### src/rtl/exc_redirect_ctrl_if.sv
// rtl/exc_redirect_ctrl_if.sv - EX-stage event inputs and redirect/flush outputs of the exception controller
`timescale 1ns/1ps

interface exc_redirect_ctrl_if #(
  parameter int WIDTH = 16
) ();

  // Pipeline side: decoder outputs for the instruction currently in EX
  logic             Inst_Valid;
  logic             Stall;
  logic             Halt;
  logic             SIIC;
  logic             RTI;
  logic             Err_In;
  logic [WIDTH-1:0] PC_Plus2;

  // Controller side: fetch control and architectural exception state
  logic             Valid_PC;
  logic             Redirect;
  logic [WIDTH-1:0] Redirect_PC;
  logic             Flush;
  logic [WIDTH-1:0] EPC;
  logic             In_Handler;
  logic             Halted;
  logic             Err;

  // Pipeline / decode stages drive events and observe redirects
  modport master (
    output Inst_Valid, Stall, Halt, SIIC, RTI, Err_In, PC_Plus2,
    input  Valid_PC, Redirect, Redirect_PC, Flush, EPC, In_Handler, Halted, Err
  );

  // The exception controller consumes events and drives redirects
  modport slave (
    input  Inst_Valid, Stall, Halt, SIIC, RTI, Err_In, PC_Plus2,
    output Valid_PC, Redirect, Redirect_PC, Flush, EPC, In_Handler, Halted, Err
  );

endinterface

### src/rtl/exc_redirect_ctrl.sv
// rtl/exc_redirect_ctrl.sv - EPC/handler state, SIIC/RTI PC redirects, pipeline flush and halt latch
`timescale 1ns/1ps

module exc_redirect_ctrl #(
  parameter int               WIDTH        = 16,
  parameter logic [WIDTH-1:0] VEC_ADDR     = 16'h0002,
  parameter int               FLUSH_CYCLES = 2
) (
  input logic              clk,
  input logic              rst_n,
  exc_redirect_ctrl_if.slave bus
);

  // Flush counter preload: the event edge itself supplies the first flush cycle
  localparam logic [2:0] CNT_INIT = 3'(FLUSH_CYCLES - 1);

  typedef enum logic [1:0] {
    ST_RUN   = 2'd0,
    ST_FLUSH = 2'd1,
    ST_HALT  = 2'd2
  } state_t;

  state_t           state;
  logic [2:0]       flush_cnt;
  logic [WIDTH-1:0] epc;
  logic [WIDTH-1:0] redirect_pc;
  logic             in_handler;
  logic             halted;
  logic             err;
  logic             redirect;
  logic             flush;

  // Event qualification and decode of which single action wins this cycle
  logic accept;
  logic do_err;
  logic do_halt;
  logic do_vector;
  logic do_return;

  // Resolve Err_In > Halt > SIIC > RTI; illegal SIIC/RTI nesting folds into the error path
  always_comb begin
    accept    = 1'b0;
    do_err    = 1'b0;
    do_halt   = 1'b0;
    do_vector = 1'b0;
    do_return = 1'b0;
    accept    = (state == ST_RUN) && bus.Inst_Valid && !bus.Stall;
    if (accept) begin
      if (bus.Err_In) begin
        do_err = 1'b1;
      end else if (bus.Halt) begin
        do_halt = 1'b1;
      end else if (bus.SIIC) begin
        if (in_handler) do_err    = 1'b1;
        else            do_vector = 1'b1;
      end else if (bus.RTI) begin
        if (in_handler) do_return = 1'b1;
        else            do_err    = 1'b1;
      end
    end
  end

  // Controller state machine; every output except Valid_PC is a register here
  always_ff @(posedge clk or negedge rst_n) begin
    if (!rst_n) begin
      state       <= ST_RUN;
      flush_cnt   <= 3'd0;
      epc         <= '0;
      redirect_pc <= '0;
      in_handler  <= 1'b0;
      halted      <= 1'b0;
      err         <= 1'b0;
      redirect    <= 1'b0;
      flush       <= 1'b0;
    end else begin
      // Redirect is a single-cycle strobe regardless of stalls that follow
      redirect <= 1'b0;
      case (state)
        ST_RUN: begin
          if (do_err) begin
            err    <= 1'b1;
            halted <= 1'b1;
            flush  <= 1'b1;
            state  <= ST_HALT;
          end else if (do_halt) begin
            halted <= 1'b1;
            flush  <= 1'b1;
            state  <= ST_HALT;
          end else if (do_vector) begin
            epc         <= bus.PC_Plus2;
            in_handler  <= 1'b1;
            redirect_pc <= VEC_ADDR;
            redirect    <= 1'b1;
            flush       <= 1'b1;
            flush_cnt   <= CNT_INIT;
            state       <= ST_FLUSH;
          end else if (do_return) begin
            redirect_pc <= epc;
            in_handler  <= 1'b0;
            redirect    <= 1'b1;
            flush       <= 1'b1;
            flush_cnt   <= CNT_INIT;
            state       <= ST_FLUSH;
          end
        end
        ST_FLUSH: begin
          // A stall freezes the countdown so squashed stages stay squashed
          if (!bus.Stall) begin
            if (flush_cnt == 3'd0) begin
              flush <= 1'b0;
              state <= ST_RUN;
            end else begin
              flush_cnt <= flush_cnt - 3'd1;
            end
          end
        end
        ST_HALT: begin
          // Only the entry cycle flushes; afterwards sit idle until reset
          flush <= 1'b0;
        end
        default: begin
          state <= ST_HALT;
        end
      endcase
    end
  end

  // Fetch may issue only while running normally
  assign bus.Valid_PC    = (state == ST_RUN);
  assign bus.Redirect    = redirect;
  assign bus.Redirect_PC = redirect_pc;
  assign bus.Flush       = flush;
  assign bus.EPC         = epc;
  assign bus.In_Handler  = in_handler;
  assign bus.Halted      = halted;
  assign bus.Err         = err;

endmodule

### src/flat_wrapper.sv
// flat-port wrapper written by rule: the top's interface ports become plain ports
module exc_redirect_ctrl_flat 
#(
  parameter int               WIDTH        = 16,
  parameter logic [WIDTH-1:0] VEC_ADDR     = 16'h0002,
  parameter int               FLUSH_CYCLES = 2
)
  (clk, rst_n, bus_Inst_Valid, bus_Stall, bus_Halt, bus_SIIC, bus_RTI, bus_Err_In, bus_PC_Plus2, bus_Valid_PC, bus_Redirect, bus_Redirect_PC, bus_Flush, bus_EPC, bus_In_Handler, bus_Halted, bus_Err);
  exc_redirect_ctrl_if #(.WIDTH(WIDTH)) bus_i ();
  input logic clk;
  input logic rst_n;
  input wire logic [$bits(bus_i.Inst_Valid)-1:0] bus_Inst_Valid;
  input wire logic [$bits(bus_i.Stall)-1:0] bus_Stall;
  input wire logic [$bits(bus_i.Halt)-1:0] bus_Halt;
  input wire logic [$bits(bus_i.SIIC)-1:0] bus_SIIC;
  input wire logic [$bits(bus_i.RTI)-1:0] bus_RTI;
  input wire logic [$bits(bus_i.Err_In)-1:0] bus_Err_In;
  input wire logic [$bits(bus_i.PC_Plus2)-1:0] bus_PC_Plus2;
  output wire logic [$bits(bus_i.Valid_PC)-1:0] bus_Valid_PC;
  output wire logic [$bits(bus_i.Redirect)-1:0] bus_Redirect;
  output wire logic [$bits(bus_i.Redirect_PC)-1:0] bus_Redirect_PC;
  output wire logic [$bits(bus_i.Flush)-1:0] bus_Flush;
  output wire logic [$bits(bus_i.EPC)-1:0] bus_EPC;
  output wire logic [$bits(bus_i.In_Handler)-1:0] bus_In_Handler;
  output wire logic [$bits(bus_i.Halted)-1:0] bus_Halted;
  output wire logic [$bits(bus_i.Err)-1:0] bus_Err;
  assign bus_i.Inst_Valid = bus_Inst_Valid;
  assign bus_i.Stall = bus_Stall;
  assign bus_i.Halt = bus_Halt;
  assign bus_i.SIIC = bus_SIIC;
  assign bus_i.RTI = bus_RTI;
  assign bus_i.Err_In = bus_Err_In;
  assign bus_i.PC_Plus2 = bus_PC_Plus2;
  assign bus_Valid_PC = bus_i.Valid_PC;
  assign bus_Redirect = bus_i.Redirect;
  assign bus_Redirect_PC = bus_i.Redirect_PC;
  assign bus_Flush = bus_i.Flush;
  assign bus_EPC = bus_i.EPC;
  assign bus_In_Handler = bus_i.In_Handler;
  assign bus_Halted = bus_i.Halted;
  assign bus_Err = bus_i.Err;
  exc_redirect_ctrl #(.WIDTH(WIDTH), .VEC_ADDR(VEC_ADDR), .FLUSH_CYCLES(FLUSH_CYCLES)) u_core (.clk(clk), .rst_n(rst_n), .bus(bus_i));
endmodule
### config.mk
export PLATFORM = sky130hd
export DESIGN_NAME = exc_redirect_ctrl_flat
export DESIGN_NICKNAME = d
export VERILOG_FILES = /design/src/rtl/exc_redirect_ctrl_if.sv /design/src/rtl/exc_redirect_ctrl.sv /design/src/flat_wrapper.sv
export SDC_FILE = /design/constraint.sdc
export NUM_CORES = 1
export LEC_CHECK = 0
export ABC_AREA = 1
export CAP_MARGIN = 0
export CORE_MARGIN = 3
export CORE_UTILIZATION = 45
export CTS_CLUSTER_DIAMETER = 60
export DETAILED_ROUTE_END_ITERATION = 8
export GPL_ROUTABILITY_DRIVEN = 0
export PLACE_DENSITY = 0.79
export SYNTH_ARGS = -nofsm -noshare
export SYNTH_HDL_FRONTEND = slang
export SYNTH_SLANG_ARGS = --single-unit
export TNS_END_PERCENT = 20
### constraint.sdc
create_clock -name clk -period 1.9 [get_ports clk]
set_input_delay 0.38 -clock clk [delete_from_list [all_inputs] [get_ports clk]]
set_output_delay 0.38 -clock clk [all_outputs]
set_load 0.02 [all_outputs]
After elaboration in Yosys (flattened, before gate mapping)
Index checks and enable logic that the tools add are counted.
- equality and inequality tests: 9
- bitwise operators: 3
- add/sub/neg operators: 1
- reductions and logical operators: 16
- multiplexer cells: 51
- operators with widths (cell ; count):
    2-to-1 mux 1 bit ; 34
    2-to-1 mux 16 bit ; 2
    2-to-1 mux 3 bit ; 6
    AND reduction 4 bit ; 4
    2-to-1 mux 2 bit ; 6
    != test 2 bit, second input constant ; 4
    one-hot mux 2 bit (3 select lines) ; 1
    one-hot mux 3 bit (2 select lines) ; 1
    AND reduction 6 bit ; 1
    nonzero test 2 bit ; 3
    != test 5 x 1 -> 1 bit, second input constant ; 1
    AND reduction 2 bit ; 2
    logical NOT 3 bit ; 1
    != test 3 x 1 -> 1 bit, second input constant ; 1
    NOT 1 bit ; 3
    one-hot mux 1 bit (3 select lines) ; 1
    nonzero test 3 bit ; 1
    subtractor 3 x 1 -> 3 bit, second input constant ; 1
    equality test 2 x 1 -> 1 bit, second input constant ; 1
    equality test 2 bit, second input constant ; 1
    logical AND 1 bit ; 2
    logical NOT 2 bit ; 1
    != test 2 x 1 -> 1 bit, second input constant ; 1
    logical NOT 1 bit ; 1
- bits in registers: 42
- logic and storage cells: 89
- output and inout bits: 38
- input port bits: 24

Longest topological paths before layout
- depth in word-level cells: 11
- mapped depth: 9
- mapped depth without buffers: 9

Worst setup path before layout
Ideal clock, no wire load.
- path type: register -> register
- start point: reg u_core.state[0]
- end point: reg u_core.state[0]
- data required time: 1.781 ns
- cell stages (with the launch flop): 10
- buffers on the path: 0
- slack: 0.261 ns
- clock period less this slack: 1.639 ns
- arrival time: 1.520 ns
- library setup time: 0.119 ns
- path through: dfrtp_1 -> inv_1 -> ha_1 -> nand3_2 -> nor2_4 -> a21oi_1 -> nand2_1 -> nand3_1 -> nand2_1 -> nand2_1
- longest elaborated chain between the ends: 8
- elaborated cells between the ends (all ways): 18
- classes of those cells: eq/ne (5); mux (8); bitwise (1); reduce/logical (4)
- RTL lines (item ; line ; source):
    start, declared ; exc_redirect_ctrl.sv:23 ; state_t state;
    start signal, assigned ; exc_redirect_ctrl.sv:66 ; state <= ST_RUN;
    start signal, assigned ; exc_redirect_ctrl.sv:84 ; state <= ST_HALT;
    start signal, assigned ; exc_redirect_ctrl.sv:88 ; state <= ST_HALT;
    logical NOT 2 bit (*) ; - ;
    named net bus_Valid_PC ; flat_wrapper.sv:19 ; output wire logic [$bits(bus_i.Valid_PC)-1:0] bus_Valid_PC;
    logical AND 1 bit (2 in series) ; exc_redirect_ctrl.sv:47 ; accept = (state == ST_RUN) && bus.Inst_Valid && !bus.Stall;
    2-to-1 mux 1 bit ; exc_redirect_ctrl.sv:48 ; if (accept) begin
    2-to-1 mux 2 bit ; exc_redirect_ctrl.sv:89 ; end else if (do_vector) begin
    2-to-1 mux 2 bit ; exc_redirect_ctrl.sv:85 ; end else if (do_halt) begin
    2-to-1 mux 2 bit ; exc_redirect_ctrl.sv:80 ; if (do_err) begin
    one-hot mux 2 bit (3 select lines) ; exc_redirect_ctrl.sv:78 ; case (state)
Mark *: on every way through the listed nets, which the timed path passes. The rest lies on a longest branch.
A chain may end at the register's enable or synchronous reset.

Worst setup path after layout
- start point: reg u_core.state[1]
- end point: out bus_Valid_PC
- longest elaborated chain between the ends: 1
- RTL lines (item ; line ; source):
    logical NOT 2 bit ; exc_redirect_ctrl.sv:129 ; assign bus.Valid_PC = (state == ST_RUN);
    end, declared ; flat_wrapper.sv:19 ;
Every way passes these cells.

==> out/qor.yml <==
clocking:
  clockRootBuffer: "clkbuf_8"
  numCtsBuffers: 5
  clk_pin_slew_ps: 80
  cts_tree: "yes"
  cts-hold-fix-buffers: 0
  numClockSinks: 42
  clk_path_buf_depth: 2
  htreeDepth: 2
  clock_latency_ps: 290
worst_setup_path:
  slowest_stage: "dfrtp_1"
  cp_cell_sequence: "inv_1 > ha_1 > dlygate4sd2_1"
  cp-start-kind: "register"
  worstPathRequired_ps: 1520
  path_max_fanout: 5
  crit_family: "buffers and inverters"
  end_kind: "output pin"
  max_stage_delay_ps: 420
  crit_buf_inv: 2
  crit_arrival_ps: 1400
  worstSetupPathType: "reg2out"
power_and_ir_drop:
  p_comb_share_pct: 40.7
  pwr-share-seq_pct: 39.6
  power.net_switching_w: 0.00111
  powerDensity_nw_per_um2: 1160
  swShare_pct: 36.8
  power_w: 0.00301
  clkPwrFrac_pct: 19.7
  p_leak_nw: 1.33
  intPower_w: 0.00190
  ir_drop_uv: 603
logic_synthesis:
  ys_types: 21
  synth_top_cell_by_area: "dfrtp_1"
  yosys.area.top_type_share_pct: 57.5
  synth_edf_count: 0
  synth.most_common_cell: "nand2_1"
  synthTopCellsByArea: "dfrtp_1, nand2_1, inv_1"
  ys_seq_elements: 42
  seq_area_frac_synth_pct: 57.5
  syn_area_um2: 1830
  syn_area_per_cell_um2: 9.01
  async_flop_share_pct: 100
  synthTopCellsByCount: "nand2_1, dfrtp_1, inv_1"
  synthCells: 203
  yosys_warnings: 0
  synth-main-ff-cell: "dfrtp_1"
  synth_fp_nets: 233
detailed_routing:
  drt_pass1_iterations: 4
  num_vias: 1512
  wl_per_cell_um: 12.6
  ant_nets: 0
  vias_per_cell: 4.71
  drc: 0
  wl_um: 4050
  drt_iter0_drc: 116
global_routing:
  grt_max_degree: 43
  grt-ovfl-total: 0
  grtUsageTotal_pct: 18.0
  grt_first_pass_wirelength_um: 6970
  antenna_found_initial: 0
  first_global_vias: 1494
sta:
  worst_hold_slack_ps: 40.7
  finalHoldViolations: 0
  tightest_slew_ps: 472
  drv_slew: 0
  setup_ws_ps: 121
  setup_viol: 0
  final.min_clock_period_ps: 1780
  clock_skew_ps: 7.21
  tns_ps: 0
  relSlewSlack_pct: 68.2
  fmax_mhz: 562
  finalCritPeriodShare_pct: 93.6
  rsz0062_at_grt: "no"
finish:
  fillers: 327
  layout-drive-gt1-share_pct: 8.06
  antenna_cells: 0
  final_util_pct: 68.5
  multi_input_comb_area_um2: 643
  ff_latch_area_um2: 1050
  area_growth_pct: 42.3
  num-nets-final: 302
place:
  io_buffers: 61
  dp_hpwl_um: 3040
  pre_cts_slack_ps: 109
die:
  core.rowCount: 22
  design.die.area_um2: 4870
  die_h_um: 69.8
  start_util_pct: 48.2
  pin_count: 62
  fp.coreArea_um2: 3800
  die_w_um: 69.8
flow_run:
  cap_violations: 0
run_status:
  status: "complete, no violations"
hold_path:
  hold_class: "in2async"
-- path summary, 6_finish.rpt --
path                       slack [ps]                          start                             end  cells after the start
max                               120    u_core.state[1]$_DFFE_PN0P_                    bus_Valid_PC                      3
min                                40                          rst_n   u_core.bus.EPC[2]$_DFFE_PN0P_                      2
max reg2reg                       230    u_core.state[1]$_DFFE_PN0P_     u_core.state[0]$_DFFE_PN0P_                      9
min reg2reg                       470  u_core.bus.Halted$_DFFE_PN0P_   u_core.bus.Halted$_DFFE_PN0P_                      2
max in group asynchronous        1660                          rst_n  u_core.bus.EPC[11]$_DFFE_PN0P_                      2
min in group clk                  470  u_core.bus.Halted$_DFFE_PN0P_   u_core.bus.Halted$_DFFE_PN0P_                      2
-- state kept, by name, summed over array words and instances (netlist names) --
| name | count |
|---|---|
| u_core.bus.Redirect_PC | 16 |
| u_core.bus.EPC | 16 |
| u_core.bus.Halted | 1 |
| u_core.state | 2 |
| u_core.bus.Flush | 1 |
| u_core.bus.Redirect | 1 |
| u_core.bus.Err | 1 |
| u_core.bus.In_Handler | 1 |
| u_core.flush_cnt | 3 |
-- final cells by class --
cell class | instances | area share, %
Sequential cell | 42 | 40.4
Timing Repair Buffer | 67 | 25.4
Multi-Input combinational cell | 132 | 24.7
Inverter | 24 | 3.56
Clock buffer | 6 | 3.17
Tap cell | 48 | 2.31
Clock inverter | 2 | 0.481
-- per-layer routing --
metal  up-vias  GRT usage [%]  share of wire (%)
li1        774              -                  -
met1       686           23.7                 45
met2        47           28.5                 48
met3         5           5.80                5.7
met4         0           5.53                1.3
met5         -              0                  0
-- placed cells by master (no fill, tap or decap) --
| master | instances |
|---|---|
| a21oi_1 | 7 |
| clkinvlp_4 | 1 |
| o31ai_1 | 1 |
| clkdlybuf4s50_1 | 59 |
| o21ai_0 | 16 |
| buf_12 | 1 |
| ha_1 | 6 |
| clkinv_2 | 1 |
| o21ai_1 | 1 |
| buf_4 | 5 |
| buf_2 | 1 |
| nand2_4 | 2 |
| inv_4 | 1 |
| nor2_4 | 1 |
| nor2_1 | 8 |
| or2_1 | 1 |
| nand4_1 | 4 |
| o21bai_1 | 1 |
| inv_1 | 23 |
| nand2_1 | 77 |
| o21ai_2 | 1 |
| nand3_1 | 4 |
| clkbuf_8 | 6 |
| dlygate4sd2_1 | 1 |
| nand3_2 | 2 |
| dfrtp_1 | 42 |
-- stage by stage --
| step | std cells | area, µm² |
|---|---|---|
| detailed placement | 313 | 2510 |
| finish | 321 | 2600 |
| global route | 321 | 2600 |
| global placement | 313 | 2510 |
| floorplan | 203 | 1830 |
| CTS | 321 | 2600 |
-- cells by family after synthesis --
kind of cell,share of synthesized area [%]
compound gates,7.87
fa+ha+maj,4.10
buf+inv,7.39
flops,57.5
simple gates,23.2
-- worst reg2reg max path, cell delays in order (launching register included) --
cell,delay [ps]
dfrtp_1,420
inv_1,90
ha_1,240
nand3_2,150
nor2_4,170
a21oi_1,90
nand2_1,130
nand3_1,120
nand2_1,90
nand2_1,50
-- timing repair --
item	in CTS	in global routing
gates resized for setup	1	0
hold endpoints to repair	0	0
setup endpoints to repair	1	0
buffers inserted	0	0
-- power groups by stage --
stage / Sequential, W / Clock, W / Combinational [W]
after CTS: 0.00120 / 0.000604 / 0.00124
final: 0.00119 / 0.000592 / 0.00123
after global routing: 0.00122 / 0.000647 / 0.00135
after floorplan: 0.00136 / 0 / 0.000554
after global placement: 0.00120 / 0 / 0.00121
after detailed placement: 0.00121 / 0 / 0.00124
Power figures use the tool's default switching activity.
